File: src/rtl/one_wire_slave.sv
// 1-Wire slave core: reset/presence handling, ROM command decode (READ/SKIP/MATCH)
// against a 64-bit ROM ID, then a byte-oriented function phase (receive or transmit).
//
// state     | meaning
// ----------+-------------------------------------------------------------
// IDLE      | not addressed; only a bus reset is acted on
// PRES_WAIT | reset seen, waiting before the presence pulse
// PRESENCE  | driving the presence pulse
// ROM_CMD   | shifting in the 8-bit ROM command
// ROM_READ  | sending the 64-bit ROM ID, LSB first
// ROM_MATCH | comparing 64 received bits against the ROM ID
// FN_CMD    | shifting in the 8-bit function command
// FN_RX     | receiving data bytes for local logic
// FN_TX     | sending bytes supplied by local logic
module one_wire_slave #(
  parameter int          CLKS_PER_US      = 50,
  parameter int          RESET_MIN_US     = 480,
  parameter int          PRESENCE_WAIT_US = 30,
  parameter int          PRESENCE_US      = 120,
  parameter int          SAMPLE_US        = 30,
  parameter int          TX_HOLD_US       = 45,
  parameter logic [7:0]  READ_CMD         = 8'hBE
) (
  input  logic        clk,
  input  logic        rst,
  input  logic        ow_in,
  output logic        ow_out,
  output logic        ow_oe,
  input  logic [63:0] rom_id,
  output logic        selected,
  output logic [7:0]  fn_cmd,
  output logic        fn_cmd_dv,
  output logic [7:0]  rx_byte,
  output logic        rx_dv,
  output logic        byte_req,
  input  logic [7:0]  tx_byte
);

  // Timers load "length - 1" and run down to a terminal count of zero.
  localparam logic [15:0] PRESC_MAX = 16'(CLKS_PER_US - 1);
  localparam logic [15:0] WAIT_CYC  = 16'(PRESENCE_WAIT_US * CLKS_PER_US - 1);
  localparam logic [15:0] PRES_CYC  = 16'(PRESENCE_US * CLKS_PER_US - 1);
  localparam logic [15:0] HOLD_CYC  = 16'(TX_HOLD_US * CLKS_PER_US - 1);
  localparam logic [9:0]  RESET_MIN = 10'(RESET_MIN_US);
  localparam logic [9:0]  SAMPLE    = 10'(SAMPLE_US);

  typedef enum logic [3:0] {
    IDLE, PRES_WAIT, PRESENCE, ROM_CMD, ROM_READ, ROM_MATCH, FN_CMD, FN_RX, FN_TX
  } state_t;

  state_t      state, state_nx;
  logic        s1, s2, s3, fall_r, rise_r;
  logic [15:0] presc, tmr, tmr_nx, hcnt, hcnt_nx;
  logic [9:0]  low_us;
  logic        armed, pres_start;
  logic [5:0]  bit_cnt, bit_cnt_nx;
  logic [7:0]  sh, sh_nx, fn_cmd_nx, rx_nx, shift_in;
  logic        oe_nx, fn_dv_nx, rx_dv_nx, br_nx;
  logic        fall_acc, reset_ev, slot, bit_v, tx_bit;

  assign ow_out   = 1'b0;
  assign selected = (state == FN_CMD) || (state == FN_RX) || (state == FN_TX);

  // The presence pulse is our own drive, so its falling edge is not a master slot.
  assign fall_acc = fall_r && (state != PRESENCE);
  assign reset_ev = rise_r && (low_us >= RESET_MIN);
  assign slot     = rise_r && armed && !reset_ev;
  assign bit_v    = (low_us < SAMPLE);
  assign shift_in = {bit_v, sh[7:1]};
  assign tx_bit   = (state == ROM_READ) ? rom_id[bit_cnt] : sh[0];

  // Bus synchronizer plus registered edge detect.
  always_ff @(posedge clk or posedge rst) begin
    if (rst) begin
      s1     <= 1'b1;
      s2     <= 1'b1;
      s3     <= 1'b1;
      fall_r <= 1'b0;
      rise_r <= 1'b0;
    end else begin
      s1     <= ow_in;
      s2     <= s1;
      s3     <= s2;
      fall_r <= s3 & ~s2;
      rise_r <= ~s3 & s2;
    end
  end

  // Bus-low time in microseconds; restarted by a master fall or the presence start,
  // so a reset issued during presence still measures at least the reset length.
  always_ff @(posedge clk or posedge rst) begin
    if (rst) begin
      presc  <= '0;
      low_us <= '0;
    end else if (fall_acc || pres_start) begin
      presc  <= '0;
      low_us <= '0;
    end else if (presc == PRESC_MAX) begin
      presc <= '0;
      if (low_us != 10'h3FF) low_us <= low_us + 10'd1;
    end else begin
      presc <= presc + 16'd1;
    end
  end

  // A rising edge is only a slot if a master falling edge opened it; this drops the
  // trailing edge of our own presence pulse.
  always_ff @(posedge clk or posedge rst) begin
    if (rst)                       armed <= 1'b0;
    else if (fall_acc)             armed <= 1'b1;
    else if (rise_r || pres_start) armed <= 1'b0;
  end

  // State and datapath registers.
  always_ff @(posedge clk or posedge rst) begin
    if (rst) begin
      state     <= IDLE;
      tmr       <= '0;
      hcnt      <= '0;
      bit_cnt   <= '0;
      sh        <= '0;
      ow_oe     <= 1'b0;
      fn_cmd    <= '0;
      fn_cmd_dv <= 1'b0;
      rx_byte   <= '0;
      rx_dv     <= 1'b0;
      byte_req  <= 1'b0;
    end else begin
      state     <= state_nx;
      tmr       <= tmr_nx;
      hcnt      <= hcnt_nx;
      bit_cnt   <= bit_cnt_nx;
      sh        <= sh_nx;
      ow_oe     <= oe_nx;
      fn_cmd    <= fn_cmd_nx;
      fn_cmd_dv <= fn_dv_nx;
      rx_byte   <= rx_nx;
      rx_dv     <= rx_dv_nx;
      byte_req  <= br_nx;
    end
  end

  // Next-state and next-output logic; a bus reset overrides every state.
  always_comb begin
    state_nx   = state;
    tmr_nx     = tmr;
    hcnt_nx    = hcnt;
    bit_cnt_nx = bit_cnt;
    sh_nx      = sh;
    oe_nx      = ow_oe;
    fn_cmd_nx  = fn_cmd;
    fn_dv_nx   = 1'b0;
    rx_nx      = rx_byte;
    rx_dv_nx   = 1'b0;
    br_nx      = 1'b0;
    pres_start = 1'b0;

    if (byte_req) sh_nx = tx_byte;

    case (state)
      IDLE: ;
      PRES_WAIT: begin
        if (tmr == '0) begin
          state_nx   = PRESENCE;
          tmr_nx     = PRES_CYC;
          oe_nx      = 1'b1;
          pres_start = 1'b1;
        end else tmr_nx = tmr - 16'd1;
      end
      PRESENCE: begin
        if (tmr == '0) begin
          state_nx   = ROM_CMD;
          oe_nx      = 1'b0;
          bit_cnt_nx = '0;
        end else tmr_nx = tmr - 16'd1;
      end
      ROM_CMD: begin
        if (slot) begin
          sh_nx      = shift_in;
          bit_cnt_nx = bit_cnt + 6'd1;
          if (bit_cnt == 6'd7) begin
            bit_cnt_nx = '0;
            case (shift_in)
              8'h33:   state_nx = ROM_READ;
              8'hCC:   state_nx = FN_CMD;
              8'h55:   state_nx = ROM_MATCH;
              default: state_nx = IDLE;
            endcase
          end
        end
      end
      ROM_READ, FN_TX: begin
        // Hold time is fixed from the slot start; the bus is low throughout, so
        // no further falling edge can retrigger it.
        if (ow_oe) begin
          if (hcnt == '0) oe_nx = 1'b0;
          else            hcnt_nx = hcnt - 16'd1;
        end else if (fall_acc && !tx_bit) begin
          oe_nx   = 1'b1;
          hcnt_nx = HOLD_CYC;
        end
        if (slot) begin
          bit_cnt_nx = bit_cnt + 6'd1;
          if (state == ROM_READ) begin
            if (bit_cnt == 6'd63) begin
              state_nx   = FN_CMD;
              bit_cnt_nx = '0;
            end
          end else begin
            sh_nx = {1'b0, sh[7:1]};
            if (bit_cnt == 6'd7) begin
              bit_cnt_nx = '0;
              br_nx      = 1'b1;
            end
          end
        end
      end
      ROM_MATCH: begin
        if (slot) begin
          bit_cnt_nx = bit_cnt + 6'd1;
          if (bit_v != rom_id[bit_cnt]) begin
            state_nx   = IDLE;
            bit_cnt_nx = '0;
          end else if (bit_cnt == 6'd63) begin
            state_nx   = FN_CMD;
            bit_cnt_nx = '0;
          end
        end
      end
      FN_CMD: begin
        if (slot) begin
          sh_nx      = shift_in;
          bit_cnt_nx = bit_cnt + 6'd1;
          if (bit_cnt == 6'd7) begin
            bit_cnt_nx = '0;
            fn_cmd_nx  = shift_in;
            fn_dv_nx   = 1'b1;
            if (shift_in == READ_CMD) begin
              state_nx = FN_TX;
              br_nx    = 1'b1;
            end else state_nx = FN_RX;
          end
        end
      end
      FN_RX: begin
        if (slot) begin
          sh_nx      = shift_in;
          bit_cnt_nx = bit_cnt + 6'd1;
          if (bit_cnt == 6'd7) begin
            bit_cnt_nx = '0;
            rx_nx      = shift_in;
            rx_dv_nx   = 1'b1;
          end
        end
      end
      default: state_nx = IDLE;
    endcase

    if (reset_ev) begin
      state_nx   = PRES_WAIT;
      tmr_nx     = WAIT_CYC;
      bit_cnt_nx = '0;
      hcnt_nx    = '0;
      oe_nx      = 1'b0;
      br_nx      = 1'b0;
    end
  end

endmodule

File: config.mk
export PLATFORM = sky130hd
export DESIGN_NAME = one_wire_slave
export DESIGN_NICKNAME = d
export VERILOG_FILES = /design/src/rtl/one_wire_slave.sv
export SDC_FILE = /design/constraint.sdc
export NUM_CORES = 1
export LEC_CHECK = 0
export CAP_MARGIN = 20
export CORE_ASPECT_RATIO = 1.25
export CORE_MARGIN = 3
export CORE_UTILIZATION = 50
export CTS_CLUSTER_SIZE = 16
export DETAILED_ROUTE_END_ITERATION = 16
export HOLD_SLACK_MARGIN = 0.1
export PLACE_DENSITY_LB_ADDON = 0.08
export SKIP_CTS_REPAIR_TIMING = 1
export SLEW_MARGIN = 20
export SYNTH_ARGS = -nofsm -noshare
export SYNTH_HDL_FRONTEND = slang
export SYNTH_SLANG_ARGS = --single-unit
File: constraint.sdc
create_clock -name clk -period 10.33 [get_ports clk]
set_input_delay 2.066 -clock clk [delete_from_list [all_inputs] [get_ports clk]]
set_output_delay 2.066 -clock clk [all_outputs]
set_load 0.005 [all_outputs]
==> metrics.md <==
| Metric | Value |
|---|---|
| Sequential cell area in the final layout | 2556 um2 |
| Antenna-violating nets left | 0 |
| Maximum fanout encountered on the critical timing path | 25 |
| Total routing usage reported by global routing | 0.2197 |
| Min setup slack post-route | 5.808 ns |
| Power after layout | 0.0009960 W |
| Synthesized flop and latch total | 102 |
| Iteration count of the initial detailed-routing pass | 4 |
| Total clock buffers created by CTS | 9 |
| Xor-xnor portion of the synthesized cell area | 0.04337 |
| Area share of fa/ha/maj cells after synthesis | 0.01652 |
| Clock Sink Count | 102 |
| Setup repair after global routing missed its margin | no |
| Sw Share | 0.2798 |
| Multiplexer area fraction after synthesis | 0.1233 |
| Complex-gate fraction of the synthesized area | 0.1136 |
| Data required, critical path | 10.60 ns |
| Routability cong. | 0.8780 |
| IO Count | 97 |
| CTS tree | built |
| Number of global-route vias before repair | 5,184 |
| DIE WIDTH | 104.5 um |
| Combinational family with the most area after synthesis | simple AND/OR/NAND/NOR gates |
| Internal Dissipation | 0.0007173 W |
| Simple logic cell fraction of the synthesized area | 0.2402 |
| Via total after detailed routing | 5,186 |
| Utilization after layout | 0.6300 |
| Routed WL | 14,320 um |
| Relative slew slack | 0.2467 |
| Clock slew seen by the registers of the worst setup and hold paths | 0.07 ns |
| Final antenna diode count | 0 |
| Clock group share of total power | 0.334 |
| Final-layout fill cell count | 1,020 |
| Setup TNS | 0 ns |
| Count of flip-flops with a built-in enable after synthesis | 0 |
| IO buf count | 95 |
| Hold Fails Final Rpt | 0 |
| Iteration-0 DRC Markers | 300 |
| Fin crit share | 0.4377 |
| Netlist cell types | 61 |
| Per-cell routed wire length | 16.09 um |
| Area growth from synthesis to layout | 21.93% |
| Post-Synthesis Net Count | 732 |
| Total number of H-tree levels | 3 |
| Capturing element type of the critical path | flop |
| Buffer type at the clock tree root | clkbuf_16 |
| Remaining routing DRC violations | 0 |
| Max_cap viols | 0 |
| Initial core utilization | 0.5166 |
| Final worst clock skew | 0.006196 ns |
| Combinational fraction of design power | 0.197 |
| Detailed placer's ending HPWL | 10,520 um |
| Cell count after synthesis | 649 |
| Fraction of the yosys area taken by sequential cells | 0.4219 |
| Placement row count | 44 |
| Wire length of the first global-routing pass | 24,410 um |
| Placement Setup Slack | 5.429 ns |
| Share of post-route cells with drive strength above 1 | 0.09602 |
| Combined area of the multi-input logic cells | 3257 um2 |
| Static Leakage | 3.065 nW |
| Data arrival time of the critical path | 4.79 ns |
| Clk Latency, worst-skew pair | 0.35 ns |
| Avg Inst Size Synth | 9.335 um2 |
| Final count of negative-setup-slack endpoints | 0 |
| Vertical die dimension | 129.1 um |
| Worst Hold Class | flop to flop |
| Power dissipated by switching net loads | 0.0002787 W |
| Hold path start | s1 |
| Pwr Density | 134.8 nW/um2 |
| Sequential group share of total power | 0.470 |
| Most common flop cell mapped by yosys | dfrtp_1 |
| Via density | 5.827 |
| Worst r2r src | tmr[11] |
| Start-to-end type of the worst setup path | input port to flop |
| Remaining global-route overflow | 0 |
| Final Slew Violations | 0 |
| Warnings from Yosys | 0 |
| Crit path from | rom_id[34] |
| Asr flop ratio synth | 1.000 |
| Max Buffers Root-to-Sink | 2 |
| Placed instance area | 7096 um2 |
| Clock period minus worst slack | 4.522 ns |
| Pin count of the biggest net entering global routing | 55 |
| Die area | 13,480 um2 |
| Final layout net count | 807 |
| Run status | completed |
| Placeable core region | 11,730 um2 |
| Fmax | 221.1 MHz |
| Post-synth design cell area | 6058 um2 |
| Summed area of non-filler cells in the final layout | 7387 um2 |
| Largest voltage drop on the vdd net | 0.09868 mV |
| Number of antenna violations at the first check in global routing | 0 |
| Slew of the pin with the lowest slew margin | 1.120 ns |
| Type of origin of the critical path | input port |
==> Yosys cell counts, types with 3 or more instances <==
cell type | instances | area, um2
o211ai_1 | 3 | 22.52
a31oi_1 | 8 | 50.05
xor2_1 | 17 | 148.9
nor4_1 | 12 | 75.07
clkbuf_1 | 29 | 108.9
ha_1 | 8 | 100.1
nor2_1 | 67 | 251.5
nor3b_1 | 3 | 22.52
nand4_1 | 10 | 62.56
and4_1 | 3 | 26.28
nand3_1 | 24 | 120.1
mux4_2 | 13 | 292.8
buf_2 | 4 | 20.02
nor2b_1 | 9 | 56.30
mux2i_1 | 24 | 240.2
nand2b_1 | 15 | 93.84
a32o_1 | 3 | 30.03
nand4b_1 | 3 | 26.28
a311oi_1 | 4 | 35.03
and2_1 | 7 | 43.79
a21oi_1 | 32 | 160.2
dfrtp_1 | 99 | 2477
or4_1 | 7 | 52.55
o21a_1 | 3 | 22.52
mux2_2 | 19 | 214.0
or2_2 | 9 | 56.30
o311ai_0 | 3 | 26.28
a221oi_1 | 5 | 43.79
nor4b_1 | 3 | 26.28
a2bb2oi_1 | 3 | 26.28
dfstp_2 | 3 | 78.83
and3_1 | 4 | 25.02
nor3_1 | 27 | 135.1
o21ai_0 | 28 | 140.1
xnor2_1 | 13 | 113.9
nand3b_1 | 5 | 37.54
inv_1 | 21 | 78.83
nand2_1 | 62 | 232.7
or3_1 | 8 | 50.05
==> stage by stage <==
stage | hold slack [ns] | cells
after floorplan | 0.3452 | 649
after global placement | 0.3471 | 874
after detailed placement | 0.3481 | 874
after CTS | 0.3584 | 890
after global routing | 0.3594 | 890
final | 0.3571 | 890
==> layout by cell type (no fill, tap or decap), drive strengths merged, types with 9 or more instances in the layout <==
cell type and n:
mux2i 24, nand4 10, nand2 62, o21ai 30, a21oi 32, nor2 67
nor2b 9, xnor2 13, or2 9, xor2 17, mux2 19, nand2b 15
clkdlybuf4s50 95, nor3 28, clkbuf 11, nand3 24, mux4 13, inv 24
dfrtp 99, nor4 12
==> logic make-up (layout without fill, tap and decap cells) <==
logic type                 Yosys count  count (layout)
and+or+nand+nor                    284             284
other                                1               1
buffers and inverters               59             139
muxes                               56              56
DFF                                102             102
adders and majority gates            8               8
xor gates and xnor gates            30              30
AOI/OAI and AO/OA                  109             109
==> flip-flops by register name (all words and copies together), names as in the netlist, 4 cells and up <==
signal,cells
sh,8
state,4
presc,16
rx_byte,8
bit_cnt,6
tmr,16
hcnt,16
fn_cmd,8
low_us,10
==> critical path: stages <==
cell             delay, ns
clkdlybuf4s50_1       0.41
mux4_2                0.47
mux4_2                0.49
a32o_1                0.27
a31oi_1               0.14
o21ai_1               0.07
buf_4                 0.22
or4_1                 0.48
a31oi_1               0.16
==> per-layer routing <==
layer / routed length, um / GRT usage / part of all wire / vias to the layer above
met3: 405 / 0.02940 / 0.028 / 30
met1: 5797 / 0.2684 / 0.40 / 2552
met2: 7729 / 0.3894 / 0.54 / 122
met5: 0 / 0 / 0 / -
li1: - / - / - / 2482
met4: 391 / 0.1002 / 0.027 / 0
==> area by class of cell <==
| type | instances | share of cell area |
|---|---|---|
| timing repair buffer | 101 | 0.1348 |
| inverter | 22 | 0.01152 |
| clock buffer | 11 | 0.03421 |
| sequential | 102 | 0.3460 |
| tap | 161 | 0.02727 |
| multi-input combinational | 488 | 0.4409 |
| clock inverter | 5 | 0.005251 |
==> power by group through the flow <==
stage,registers [W],logic (W),clock network [W]
4_1_cts,0.000468,0.000198,0.000339
3_3_place_gp,0.000474,0.000192,0
2_1_floorplan,0.000446,0.000168,0
5_1_grt,0.000473,0.000219,0.000353
3_5_place_dp,0.000476,0.000197,0
6_report,0.000468,0.000196,0.000332
==> final timing paths <==
| check | endpoint | slack, ns | cells past startpoint |
|---|---|---|---|
| setup / recovery | hcnt[9] | 5.81 | 9 |
| hold / removal | s2 | 0.36 | 0 |
| setup reg to reg | presc[12] | 6.85 | 6 |
| hold reg to reg | s2 | 0.36 | 0 |
| max in group asynchronous | hcnt[1] | 7.06 | 3 |
| min in group asynchronous | rx_byte[1] | 2.15 | 2 |
Power figures use the tool's default switching activity.
